==> src/rtl/demux2_stream.sv <==
// demux2_stream: registered 1-to-2 valid/ready stream demultiplexer with per-output transfer counters
module demux2_stream #(
  parameter int n  = 32,
  parameter int CW = 8
) (
  input  logic          clk,
  input  logic          rst_n,
  input  logic [n-1:0]  in_data,
  input  logic          in_sel,
  input  logic          in_valid,
  output logic          in_ready,
  output logic [n-1:0]  a_data,
  output logic          a_valid,
  input  logic          a_ready,
  output logic [n-1:0]  b_data,
  output logic          b_valid,
  input  logic          b_ready,
  output logic [CW-1:0] a_count,
  output logic [CW-1:0] b_count
);
  logic [n-1:0]  a_data_q, a_data_d, b_data_q, b_data_d;
  logic          a_valid_q, a_valid_d, b_valid_q, b_valid_d;
  logic [CW-1:0] a_count_q, a_count_d, b_count_q, b_count_d;
  logic          acc_a, acc_b;
  assign in_ready = in_sel ? (!b_valid_q || b_ready) : (!a_valid_q || a_ready);
  assign acc_a    = in_valid && in_ready && !in_sel;
  assign acc_b    = in_valid && in_ready && in_sel;
  // next state: accept loads the selected slot, drain without accept empties it
  always_comb begin
    a_valid_d = acc_a || (a_valid_q && !a_ready);
    b_valid_d = acc_b || (b_valid_q && !b_ready);
    a_data_d  = acc_a ? in_data : a_data_q;
    b_data_d  = acc_b ? in_data : b_data_q;
    a_count_d = acc_a ? a_count_q + 1'b1 : a_count_q;
    b_count_d = acc_b ? b_count_q + 1'b1 : b_count_q;
  end
  // holding registers and counters, cleared immediately on reset
  always_ff @(posedge clk or negedge rst_n) begin
    if (!rst_n) begin
      a_valid_q <= 1'b0;
      b_valid_q <= 1'b0;
      a_data_q  <= '0;
      b_data_q  <= '0;
      a_count_q <= '0;
      b_count_q <= '0;
    end else begin
      a_valid_q <= a_valid_d;
      b_valid_q <= b_valid_d;
      a_data_q  <= a_data_d;
      b_data_q  <= b_data_d;
      a_count_q <= a_count_d;
      b_count_q <= b_count_d;
    end
  end
  assign a_data  = a_data_q;
  assign b_data  = b_data_q;
  assign a_valid = a_valid_q;
  assign b_valid = b_valid_q;
  assign a_count = a_count_q;
  assign b_count = b_count_q;
endmodule

==> config.mk <==
export PLATFORM = sky130hd
export DESIGN_NAME = demux2_stream
export DESIGN_NICKNAME = d
export VERILOG_FILES = /design/src/rtl/demux2_stream.sv
export SDC_FILE = /design/constraint.sdc
export NUM_CORES = 1
export LEC_CHECK = 0
export ABC_CLOCK_PERIOD_IN_PS = 1660
export CORE_ASPECT_RATIO = 0.8
export CORE_MARGIN = 5
export CORE_UTILIZATION = 44
export CTS_CLUSTER_SIZE = 25
export DETAILED_ROUTE_END_ITERATION = 10
export HOLD_SLACK_MARGIN = 0.05
export PLACE_DENSITY = 0.87
export SLEW_MARGIN = 20
export SYNTH_ARGS = -nofsm -noshare
export SYNTH_HDL_FRONTEND = slang
export SYNTH_SLANG_ARGS = --single-unit
==> constraint.sdc <==
create_clock -name clk -period 1.66 [get_ports clk]
set_input_delay 0.249 -clock clk [delete_from_list [all_inputs] [get_ports clk]]
set_output_delay 0.249 -clock clk [all_outputs]
set_load 0.02 [all_outputs]
# After elaboration in Yosys (flattened, before gate mapping)
# Index checks and enable logic that the tools add are counted.
[classes]
n_addsub = 2
muxes = 1
reduce_logical = 14
[op_table]
columns = ["cell", "n"]
rows = [
  ["8-bit by 1-bit adder with 8-bit output, second input constant", 2],
  ["1-bit logical AND", 5],
  ["1-bit logical NOT", 5],
  ["1-bit logical OR", 4],
  ["1-bit 2-to-1 mux", 1],
]
[totals]
ff_bits = 82
in_bits = 38
wordCells = 23

# Longest topological paths before layout
# Gate-level depths: netlist of run 1.
[depth]
depth_word = 6
depth_mapped = 6

# Worst setup path before layout of run 1
# OpenSTA, ideal clock, no wires.
[synth_timing]
kind = "register -> register"
from = "register b_valid_q, in the netlist b_valid"
to = "register b_data_q[0], in the netlist b_data[0]"
setup_time_ns = 0.125
arrival_time_ns = 1.326
t_required_ns = 1.535
slack_ns = 0.209
path_stages_with_launch = 5
path_buffers = 1
synth_period_minus_slack_ns = 1.451
cell_sequence = "dfrtp_1 > and2b_4 > nor2_8 > buf_4 > mux2_2"
[synth_between]
elab_chain_len = 5
[synth_lines]
columns = ["element", "line_no", "rtl"]
rows = [
  ["start, declared", "22", "logic a_valid_q, a_valid_d, b_valid_q, b_valid_d;"],
  ["start signal, assigned", "48", "b_valid_q <= b_valid_d;"],
  ["1-bit logical NOT", "25", "assign in_ready = in_sel ? (!b_valid_q || b_ready) : (!a_valid_q || a_ready);"],
  ["1-bit logical OR", "25", ""],
  ["1-bit 2-to-1 mux", "25", ""],
  ["1-bit logical AND (2 in series)", "27", "assign acc_b = in_valid && in_ready && in_sel;"],
  ["end signal, assigned", "50", "b_data_q <= b_data_d;"],
  ["end, declared", "21", "logic [n-1:0] a_data_q, a_data_d, b_data_q, b_data_d;"],
]
# No other way between the ends.
# A chain may end at the register's enable or synchronous reset.

# Worst setup path in the final report of run 1
[layout_timing]
from = "register a_count_q[4], in the netlist a_count[4]"
to = "output port a_count[4]"
[layout_rtl]
columns = ["element", "line_no", "rtl"]
rows = [
  ["start, declared", "23", "logic [CW-1:0] a_count_q, a_count_d, b_count_q, b_count_d;"],
  ["start signal, assigned", "51", "a_count_q <= a_count_d;"],
  ["end, declared", "18", "output logic [CW-1:0] a_count,"],
]
# No word-level cell between the ends.

==> results of run 1 <==
power groups by stage:
stage / clock network, mW / logic (mW) / registers (mW)
detailed placement: 0 / 2.03 / 2.71
finish: 1.40 / 1.96 / 2.67
CTS: 1.45 / 1.99 / 2.67
global route: 1.53 / 2.09 / 2.73
floorplan: 0 / 0.446 / 3.15
global placement: 0 / 1.98 / 2.69
layer usage:
layer	GRT usage, %	part of all wire, %	up-vias
met5	0	0	-
met1	21.9	43	1201
met4	5.53	1.1	0
met2	28.8	46	100
met3	9.08	9.5	8
li1	-	-	1159
state kept, by name (all words and copies together) (netlist names):
signal,flops
b_data,32
b_count,8
a_count,8
b_valid,1
a_data,32
a_valid,1
stage by stage:
stage	total power, mW	utilization [%]
finish	6.03	69.4
global route	6.35	69.4
CTS	6.11	69.3
detailed placement	4.74	66.6
global placement	4.67	66.6
floorplan	3.59	-
cells in the final DEF, fill, tap and decap left out, types with 5 or more instances in the layout:
cell type / synthesis / final
sky130_fd_sc_hd__nand2_1: 107 / 107
sky130_fd_sc_hd__xnor2_1: 7 / 7
sky130_fd_sc_hd__dlymetal6s2s_1: 0 / 5
sky130_fd_sc_hd__buf_4: 4 / 13
sky130_fd_sc_hd__xor2_1: 6 / 6
sky130_fd_sc_hd__clkbuf_8: 0 / 11
sky130_fd_sc_hd__dlygate4sd2_1: 0 / 7
sky130_fd_sc_hd__dfrtp_1: 82 / 82
sky130_fd_sc_hd__nand3_1: 6 / 6
sky130_fd_sc_hd__mux2_1: 24 / 24
sky130_fd_sc_hd__clkdlybuf4s50_1: 0 / 106
sky130_fd_sc_hd__mux2_2: 9 / 9
sky130_fd_sc_hd__buf_12: 0 / 5
repair_timing:
action | 4_1_cts | 5_1_grt
cloned | 0 | 0
gates resized for setup | 9 | 6
endpoints found under the hold margin | 23 | 0
setup endpoints to repair | 8 | 6
hold buffers | 1 | 0
kinds of logic after synthesis:
family	synth area share, %
mux	11.5
simple gates	18.1
xor+xnor	3.53
buf+inv	2.02
flops	63.7
fa+ha+maj	0.777
compound gates	0.310
how the worst max path moves through the flow:
stage                           from    endpoint  slack, ns  depth (start not counted)
after detailed placement     b_ready    in_ready      -0.24                          4
after global routing       b_data[0]   b_data[0]      0.003                          1
after global placement       b_ready    in_ready      -0.24                          4
after floorplan              b_valid   b_data[0]       0.21                          4
final                     a_count[4]  a_count[4]       0.05                          1
after CTS                 a_count[6]  a_count[6]     0.0007                          1
layout make-up:
cell class | instances | area [sq um] | area share (%)
repair buffers | 138 | 1400 | 28.8
clock buffers | 11 | 151 | 3.12
well taps | 87 | 109 | 2.24
clock inverters | 3 | 40.0 | 0.825
flip-flops and latches | 82 | 2050 | 42.3
multi-input cells | 180 | 1100 | 22.8
worst reg2reg max path, cell delays in order, from the launching register on:
cell                      delay (ns)
sky130_fd_sc_hd__dfrtp_1        0.38
sky130_fd_sc_hd__and2b_4        0.17
sky130_fd_sc_hd__buf_4          0.16
sky130_fd_sc_hd__nor2_8         0.15
sky130_fd_sc_hd__buf_12         0.17
sky130_fd_sc_hd__mux2_2         0.35
==> results.txt, run 1 <==
----------------------------------------------------
[Pwr]
  Sequential cell fraction of total power ... 44.2%
  Combinational cell fraction of total power ... approximately a third
  Switching pwr ... ~1.9 mW
  Maximum ir drop on the vdd rail ... approximately 0.0007 V
  Leakage power figure ... 2.32 nW
  Power density of the placed cells ... 1240 mW/mm^2
  Fraction of power consumed by the clock network ... 23.3%
  P_int ... 4.09 mW
  Fraction of power spent switching nets ... about 32%

[Route]
  Final WL ... 7880 microns
  Initial drt markers ... 57
  Final routed DRC violation total ... 0
  Wirelength per Cell ... 15.7 microns
  Final antenna-violating net count ... 0
  Count of TritonRoute iterations in the first routing pass ... 4
  Average via count per standard cell ... 4.93
  Total via count in the routed design ... between 2,000 and 2,500

[CTS]
  CTS root buf ... sky130_fd_sc_hd__clkbuf_8
  CTS sink count ... 82
  Clock Pin Slew Worst Setup and Hold Paths ... 0.08 ns
  Number of levels in the clock H-tree ... 3
  CTS Buffer Depth ... 2
  Total clock buffers created by CTS ... 9
  Clock tree from TritonCTS ... yes
  Number of buffers added for setup after CTS ... 0
  Worst-skew pair later-pin latency ... 0.34 ns

[STA]
  Setup repair after global routing missed its margin ... false
  Tightest slew margin relative to the limit ... slightly below 80%
  Smallest setup slack after layout ... approximately 0.047 ns
  Worst Tran Pin Value ... 0.330 ns
  Final setup fails ... 0
  Setup TNS Final ... 0 ns
  Period utilisation layout ... 97.2%
  Shortest period the worst path allows ... 1.61 ns
  Hold Violations, Final ... 0
  Hold slack final ... between 0.3 and 0.4 ns
  Achievable clock frequency ... 620 MHz
  Clock skew after layout ... around 0.01 ns
  Number of max-slew violations in the final report ... 0

[Floorplan]
  Vertical die dimension ... 86.5 microns
  Placeable core region ... roughly 0.0070 sq mm
  Starting density of the core ... 46.1%
  Floorplan row count ... 27
  DIE AREA ... 0.00914 sq mm
  Ports placed on the boundary ... 121
  DIE WIDTH ... 106 microns

[Yosys]
  Number of cells produced by synthesis ... 273
  Synthesized netlist net count ... 313
  Number of enable-type register cells in the synthesized netlist ... 0
  Async SR Flop Fraction ... 100%
  Library cell with the highest instance count after synthesis ... sky130_fd_sc_hd__nand2_1
  Yosys warnings ... 0
  Commonest cells in the synthesized netlist ... 107 x sky130_fd_sc_hd__nand2_1, 82 x sky130_fd_sc_hd__dfrtp_1, 24 x sky130_fd_sc_hd__mux2_1
  Post-synthesis cell area ... 0.00322 sq mm
  Prevailing post-synth register cell ... sky130_fd_sc_hd__dfrtp_1
  Fraction of post-synthesis cell area in the top cell type by area ... 63.7%
  Register bit total from synthesis ... 82
  Per-instance average area after synthesis ... 11.8 sq um
  Area leader, netlist ... sky130_fd_sc_hd__dfrtp_1
  Post-synthesis cell type count ... 28
  Synth top area cells ... sky130_fd_sc_hd__dfrtp_1 64%, sky130_fd_sc_hd__nand2_1 12%, sky130_fd_sc_hd__mux2_1 8.4%
  Share of synthesized area occupied by flip-flops and latches ... 63.7%

[Place]
  Final HPWL from detailed placement ... 5890 microns
  Number of buffers added on ports ... 120
  Total cell area at the placement stage ... ~0.0047 sq mm
  Worst setup slack after placement ... -0.241 ns
  Final weighted congestion of routability-driven global placement ... slightly below 0.8
  Placed cells ... 486

[Min path]
  Path category of the worst min-delay check ... input port to asynchronous set/reset pin

[Status]
  Outcome ... complete, no violations

[Final layout]
  Layout overhead on the synthesized area ... 50.7%
  Net total in the final layout ... 451
  Final non-filler cell area ... between 0.004 and 0.005 sq mm
  Filler Cell Count ... 509
  Fraction of final layout cells with drive strength greater than 1 ... 11.6%
  Ant diodes ... 0
  Number of cells in the finished layout apart from fillers ... 501

[Worst setup path]
  Critical register-to-register path endpoint ... b_data[2]
  Startpoint class of the critical path ... flop
  Endpoint type of the worst setup path ... output port
  Required time reported for the critical path endpoint ... ~1.4 ns
  Critical path class ... flop to output port
  Crit-path max cell delay ... 0.62 ns
  Worst path slowest cell ... sky130_fd_sc_hd__clkdlybuf4s50_1
  Critical path arrival ... 1.36 ns
  Worst path cell trace ... clkdlybuf4s50_1
  Logic depth of the worst register-to-register path ... 5
  Critical R2R Launch ... b_valid
  Kind of cell with the highest combined delay on the critical path ... buffers and inverters
  Largest fanout of any net on the critical path ... 3
  Worst reg-to-reg setup slack ... 0.15 ns
  Buffer and inverter count on the worst path ... 1

[Global route]
  Total global routing track utilization ... 18.1%
  Largest net degree at the start of global routing ... 38
  Global-route wire length before repair ... 13,100 microns
  Vias in the first global route ... 2,642
  Remaining global-route overflow ... 0
  Number of antenna violations at the first check in global routing ... 0

[Run]
  Max-cap violation count ... 0

----------------------------------------------------
Note: power is estimated with default switching activity, not from simulation.
==> run 2, diff against run 1 <==
--- a/config.mk
+++ b/config.mk
@@ -5,14 +5,15 @@
 export SDC_FILE = /design/constraint.sdc
 export NUM_CORES = 1
 export LEC_CHECK = 0
-export ABC_CLOCK_PERIOD_IN_PS = 1660
+export ABC_AREA = 1
+export ABC_CLOCK_PERIOD_IN_PS = 1950
 export CORE_ASPECT_RATIO = 0.8
 export CORE_MARGIN = 5
-export CORE_UTILIZATION = 44
+export CORE_UTILIZATION = 50
 export CTS_CLUSTER_SIZE = 25
 export DETAILED_ROUTE_END_ITERATION = 10
 export HOLD_SLACK_MARGIN = 0.05
-export PLACE_DENSITY = 0.87
+export PLACE_DENSITY = 0.93
 export SLEW_MARGIN = 20
 export SYNTH_ARGS = -nofsm -noshare
 export SYNTH_HDL_FRONTEND = slang
==> constraint.sdc (replaced) <==
create_clock -name clk -period 1.95 [get_ports clk]
set_input_delay 0.2925 -clock clk [delete_from_list [all_inputs] [get_ports clk]]
set_output_delay 0.2925 -clock clk [all_outputs]
set_load 0.02 [all_outputs]
==> results.txt, run 2 <==
----------------------------------------------------
[Status]
  Outcome ... complete, no violations (unchanged)

[Floorplan]
  DIE WIDTH ... 107 microns (was 106 microns)
  DIE AREA ... 0.00939 sq mm (was 0.00914 sq mm)
  Vertical die dimension ... 87.7 microns (was 86.5 microns)
  Ports placed on the boundary ... 121 (unchanged)
  Floorplan row count ... 28 (was 27)
  Starting density of the core ... 51.3% (was 46.1%)
  Placeable core region ... 0.00736 sq mm (was 0.00699 sq mm)

[Yosys]
  Synth top area cells ... sky130_fd_sc_hd__dfrtp_1 54%, sky130_fd_sc_hd__o21ai_2 15%, sky130_fd_sc_hd__nand2_1 10% (was sky130_fd_sc_hd__dfrtp_1 64%, sky130_fd_sc_hd__nand2_1 12%, sky130_fd_sc_hd__mux2_1 8.4%)
  Number of cells produced by synthesis ... 371 (was 273)
  Prevailing post-synth register cell ... sky130_fd_sc_hd__dfrtp_1 (unchanged)
  Per-instance average area after synthesis ... 10.2 sq um (was 11.8 sq um)
  Share of synthesized area occupied by flip-flops and latches ... 54.4% (was 63.7%)
  Async SR Flop Fraction ... 100% (unchanged)
  Library cell with the highest instance count after synthesis ... sky130_fd_sc_hd__nand2_1 (unchanged)
  Post-synthesis cell area ... 0.00377 sq mm (was 0.00322 sq mm)
  Register bit total from synthesis ... 82 (unchanged)
  Number of enable-type register cells in the synthesized netlist ... 0 (unchanged)
  Post-synthesis cell type count ... 17 (was 28)
  Synthesized netlist net count ... 411 (was 313)
  Commonest cells in the synthesized netlist ... 104 x sky130_fd_sc_hd__nand2_1, 82 x sky130_fd_sc_hd__dfrtp_1, 66 x sky130_fd_sc_hd__o21ai_2 (was 107 x sky130_fd_sc_hd__nand2_1, 82 x sky130_fd_sc_hd__dfrtp_1, 24 x sky130_fd_sc_hd__mux2_1)
  Yosys warnings ... 0 (unchanged)
  Area leader, netlist ... sky130_fd_sc_hd__dfrtp_1 (unchanged)
  Fraction of post-synthesis cell area in the top cell type by area ... 54.4% (was 63.7%)

[Global route]
  Remaining global-route overflow ... 0 (unchanged)
  Total global routing track utilization ... 18.6% (was 18.1%)
  Global-route wire length before repair ... 13,800 microns (was 13,100 microns)
  Number of antenna violations at the first check in global routing ... 0 (unchanged)
  Largest net degree at the start of global routing ... 74 (was 38)
  Vias in the first global route ... 2,872 (was 2,642)

[STA]
  Number of max-slew violations in the final report ... 0 (unchanged)
  Tightest slew margin relative to the limit ... 52.2% (was 78.0%)
  Period utilisation layout ... 96.7%
  Clock skew after layout ... 0.00907 ns (was 0.0102 ns)
  Final setup fails ... 0 (unchanged)
  Achievable clock frequency ... around 530 MHz
  Setup repair after global routing missed its margin ... false (unchanged)
  Worst Tran Pin Value ... 0.716 ns (was 0.330 ns)
  Shortest period the worst path allows ... 1.89 ns
  Hold Violations, Final ... 0 (unchanged)

[CTS]
  Clock tree from TritonCTS ... yes (unchanged)
  Total clock buffers created by CTS ... 9 (unchanged)
  CTS sink count ... 82 (unchanged)
  CTS Buffer Depth ... 2 (unchanged)
  CTS root buf ... sky130_fd_sc_hd__clkbuf_8 (unchanged)
  Number of buffers added for setup after CTS ... 0 (unchanged)
  Number of levels in the clock H-tree ... 3 (unchanged)
  Worst-skew pair later-pin latency ... 0.34 ns (about the same)
  Clock Pin Slew Worst Setup and Hold Paths ... 0.08 ns (about the same)

[Pwr]
  Fraction of power spent switching nets ... 33.6% (was 32.2%)
  P_int ... 3.61 mW (was 4.09 mW)
  Switching pwr ... 1.82 mW (was 1.95 mW)
  Overall Power ... 5.43 mW (was 6.03 mW)
  Power density of the placed cells ... 1040 mW/mm^2 (was 1240 mW/mm^2)
  Fraction of power consumed by the clock network ... 23.9% (was 23.3%)
  Combinational cell fraction of total power ... 33.8% (was 32.5%)
  Maximum ir drop on the vdd rail ... 0.000634 V (was 0.000691 V)
  Leakage power figure ... 2.47 nW (was 2.32 nW)
  Sequential cell fraction of total power ... 42.2% (was 44.2%)

[Final layout]
  Final Core Density ... 71.3% (was 69.4%)
  Layout overhead on the synthesized area ... 39.1% (was 50.7%)
  Most used cells in the layout excluding fill and tap cells ... 119 x sky130_fd_sc_hd__clkdlybuf4s50_1, 104 x sky130_fd_sc_hd__nand2_1, 82 x sky130_fd_sc_hd__dfrtp_1 (was 107 x sky130_fd_sc_hd__nand2_1, 106 x sky130_fd_sc_hd__clkdlybuf4s50_1, 82 x sky130_fd_sc_hd__dfrtp_1)
  Final non-filler cell area ... 0.00525 sq mm (was 0.00485 sq mm)
  Number of cells in the finished layout apart from fillers ... 590 (was 501)
  Net total in the final layout ... 536 (was 451)
  Most common library cell in the layout ignoring fill and taps ... sky130_fd_sc_hd__clkdlybuf4s50_1 (was sky130_fd_sc_hd__nand2_1)
  Fraction of final layout cells with drive strength greater than 1 ... 25.2% (was 11.6%)
  Ant diodes ... 0 (unchanged)

[Worst setup path]
  Critical path class ... input port to output port (was flop to output port)
  Critical path arrival ... 1.59 ns (was 1.36 ns)
  Kind of cell with the highest combined delay on the critical path ... buffers and inverters (unchanged)
  Crit-path max cell delay ... 0.60 ns (was 0.62 ns)
  Worst path cell trace ... clkdlybuf4s50_1, inv_2, nand2_4, nand2_1, clkdlybuf4s50_1 (was clkdlybuf4s50_1)
  Startpoint class of the critical path ... input port (was flop)
  Buffer and inverter count on the worst path ... 3 (was 1)
  Largest fanout of any net on the critical path ... 2 (was 3)
  Worst path slowest cell ... sky130_fd_sc_hd__clkdlybuf4s50_1 (unchanged)
  Most common cell type on the critical path ... sky130_fd_sc_hd__clkdlybuf4s50_1
  Endpoint type of the worst setup path ... output port (unchanged)
  Required time reported for the critical path endpoint ... 1.66 ns (was 1.41 ns)

[Route]
  Count of TritonRoute iterations in the first routing pass ... 4 (unchanged)
  Final antenna-violating net count ... 0 (unchanged)
  Final WL ... 8260 microns (was 7880 microns)
  Final routed DRC violation total ... 0 (unchanged)
  Average via count per standard cell ... 4.80 (was 4.93)
  Total via count in the routed design ... 2,832 (was 2,468)
  Wirelength per Cell ... 14.0 microns (was 15.7 microns)
  Initial drt markers ... 158 (was 57)

[Place]
  Final weighted congestion of routability-driven global placement ... 0.828 (was 0.795)
  Final HPWL from detailed placement ... 6050 microns (was 5890 microns)
  Number of buffers added on ports ... 120 (unchanged)
  Placed cells ... 574 (was 486)
  Total cell area at the placement stage ... 0.00503 sq mm (was 0.00465 sq mm)

[Run]
  Max-cap violation count ... 0 (unchanged)

[Min path]
  Path category of the worst min-delay check ... input port to asynchronous set/reset pin (unchanged)

----------------------------------------------------
## run 2: through the flow
| step | setup slack [ns] | TNS [ns] | hold slack [ns] |
|---|---|---|---|
| after floorplan | 0.670 | 0 | -0.00309 |
| after global placement | 0.0657 | 0 | 0.307 |
| after detailed placement | -0.0107 | -0.0107 | 0.315 |
| after CTS | 0.0580 | 0 | 0.485 |
| after global routing | 0.0139 | 0 | 0.502 |
| final | 0.0649 | 0 | 0.473 |
## run 2: kinds of logic (layout without fill, tap and decap cells)
logic type	after synthesis	count (layout)	share of synthesized area, %
AOI/OAI and AO/OA	67	67	15.5
xor gates and xnor gates	8	8	1.86
adders and majority gates	2	2	0.663
buffers and inverters	60	189	9.02
DFF	82	82	54.4
and+or+nand+nor	152	152	18.6
## run 2: timing repair
action                    CTS  global route
resized for setup           0             0
hold endpoints to repair   41             0
hold buffers                1             0
## run 2: path summary, 6_finish.rpt
kind / cells past startpoint / slack [ns] / endpoint / from
min: 2 / 0.47 / a_data[25] / rst_n
min in group clk: 2 / 0.49 / a_data[8] / a_data[8]
max in group asynchronous: 3 / 0.86 / b_count[2] / rst_n
min reg2reg: 2 / 0.49 / a_data[8] / a_data[8]
max reg2reg: 7 / 0.36 / b_data[24] / b_valid
max: 5 / 0.06 / in_ready / in_sel
## run 2: area by class of cell
cell class / count / area (sq um)
clock inverter: 5 / 80.1
multi-input combinational: 229 / 1380
clock buffer: 10 / 128
inverter: 46 / 183
fill: 536 / 2110
tap: 90 / 113
sequential: 82 / 2050
timing repair buffer: 128 / 1310
## run 2: power by group through the flow
| stage | Sequential (mW) | Combinational, mW | Clock [mW] |
|---|---|---|---|
| final | 2.29 | 1.84 | 1.30 |
| after global routing | 2.35 | 1.98 | 1.42 |
| after CTS | 2.30 | 1.87 | 1.34 |
| after detailed placement | 2.32 | 1.86 | 0 |
| after global placement | 2.31 | 1.82 | 0 |
| after floorplan | 2.66 | 0.630 | 0 |
## run 2: worst register-to-register path, stage by stage (launching register included)
cell                      delay, ns
sky130_fd_sc_hd__dfrtp_1       0.38
sky130_fd_sc_hd__nand2_2       0.09
sky130_fd_sc_hd__nand2_4       0.06
sky130_fd_sc_hd__buf_4         0.13
sky130_fd_sc_hd__nor2_8        0.05
sky130_fd_sc_hd__inv_6         0.51
sky130_fd_sc_hd__nand2_1       0.20
sky130_fd_sc_hd__o21ai_2       0.10
## run 2: metal layers
metal	GRT usage (%)	share of wire (%)
met3	6.12	7.8
met4	4.99	1.0
met1	22.4	40
met2	32.4	51
met5	0	0
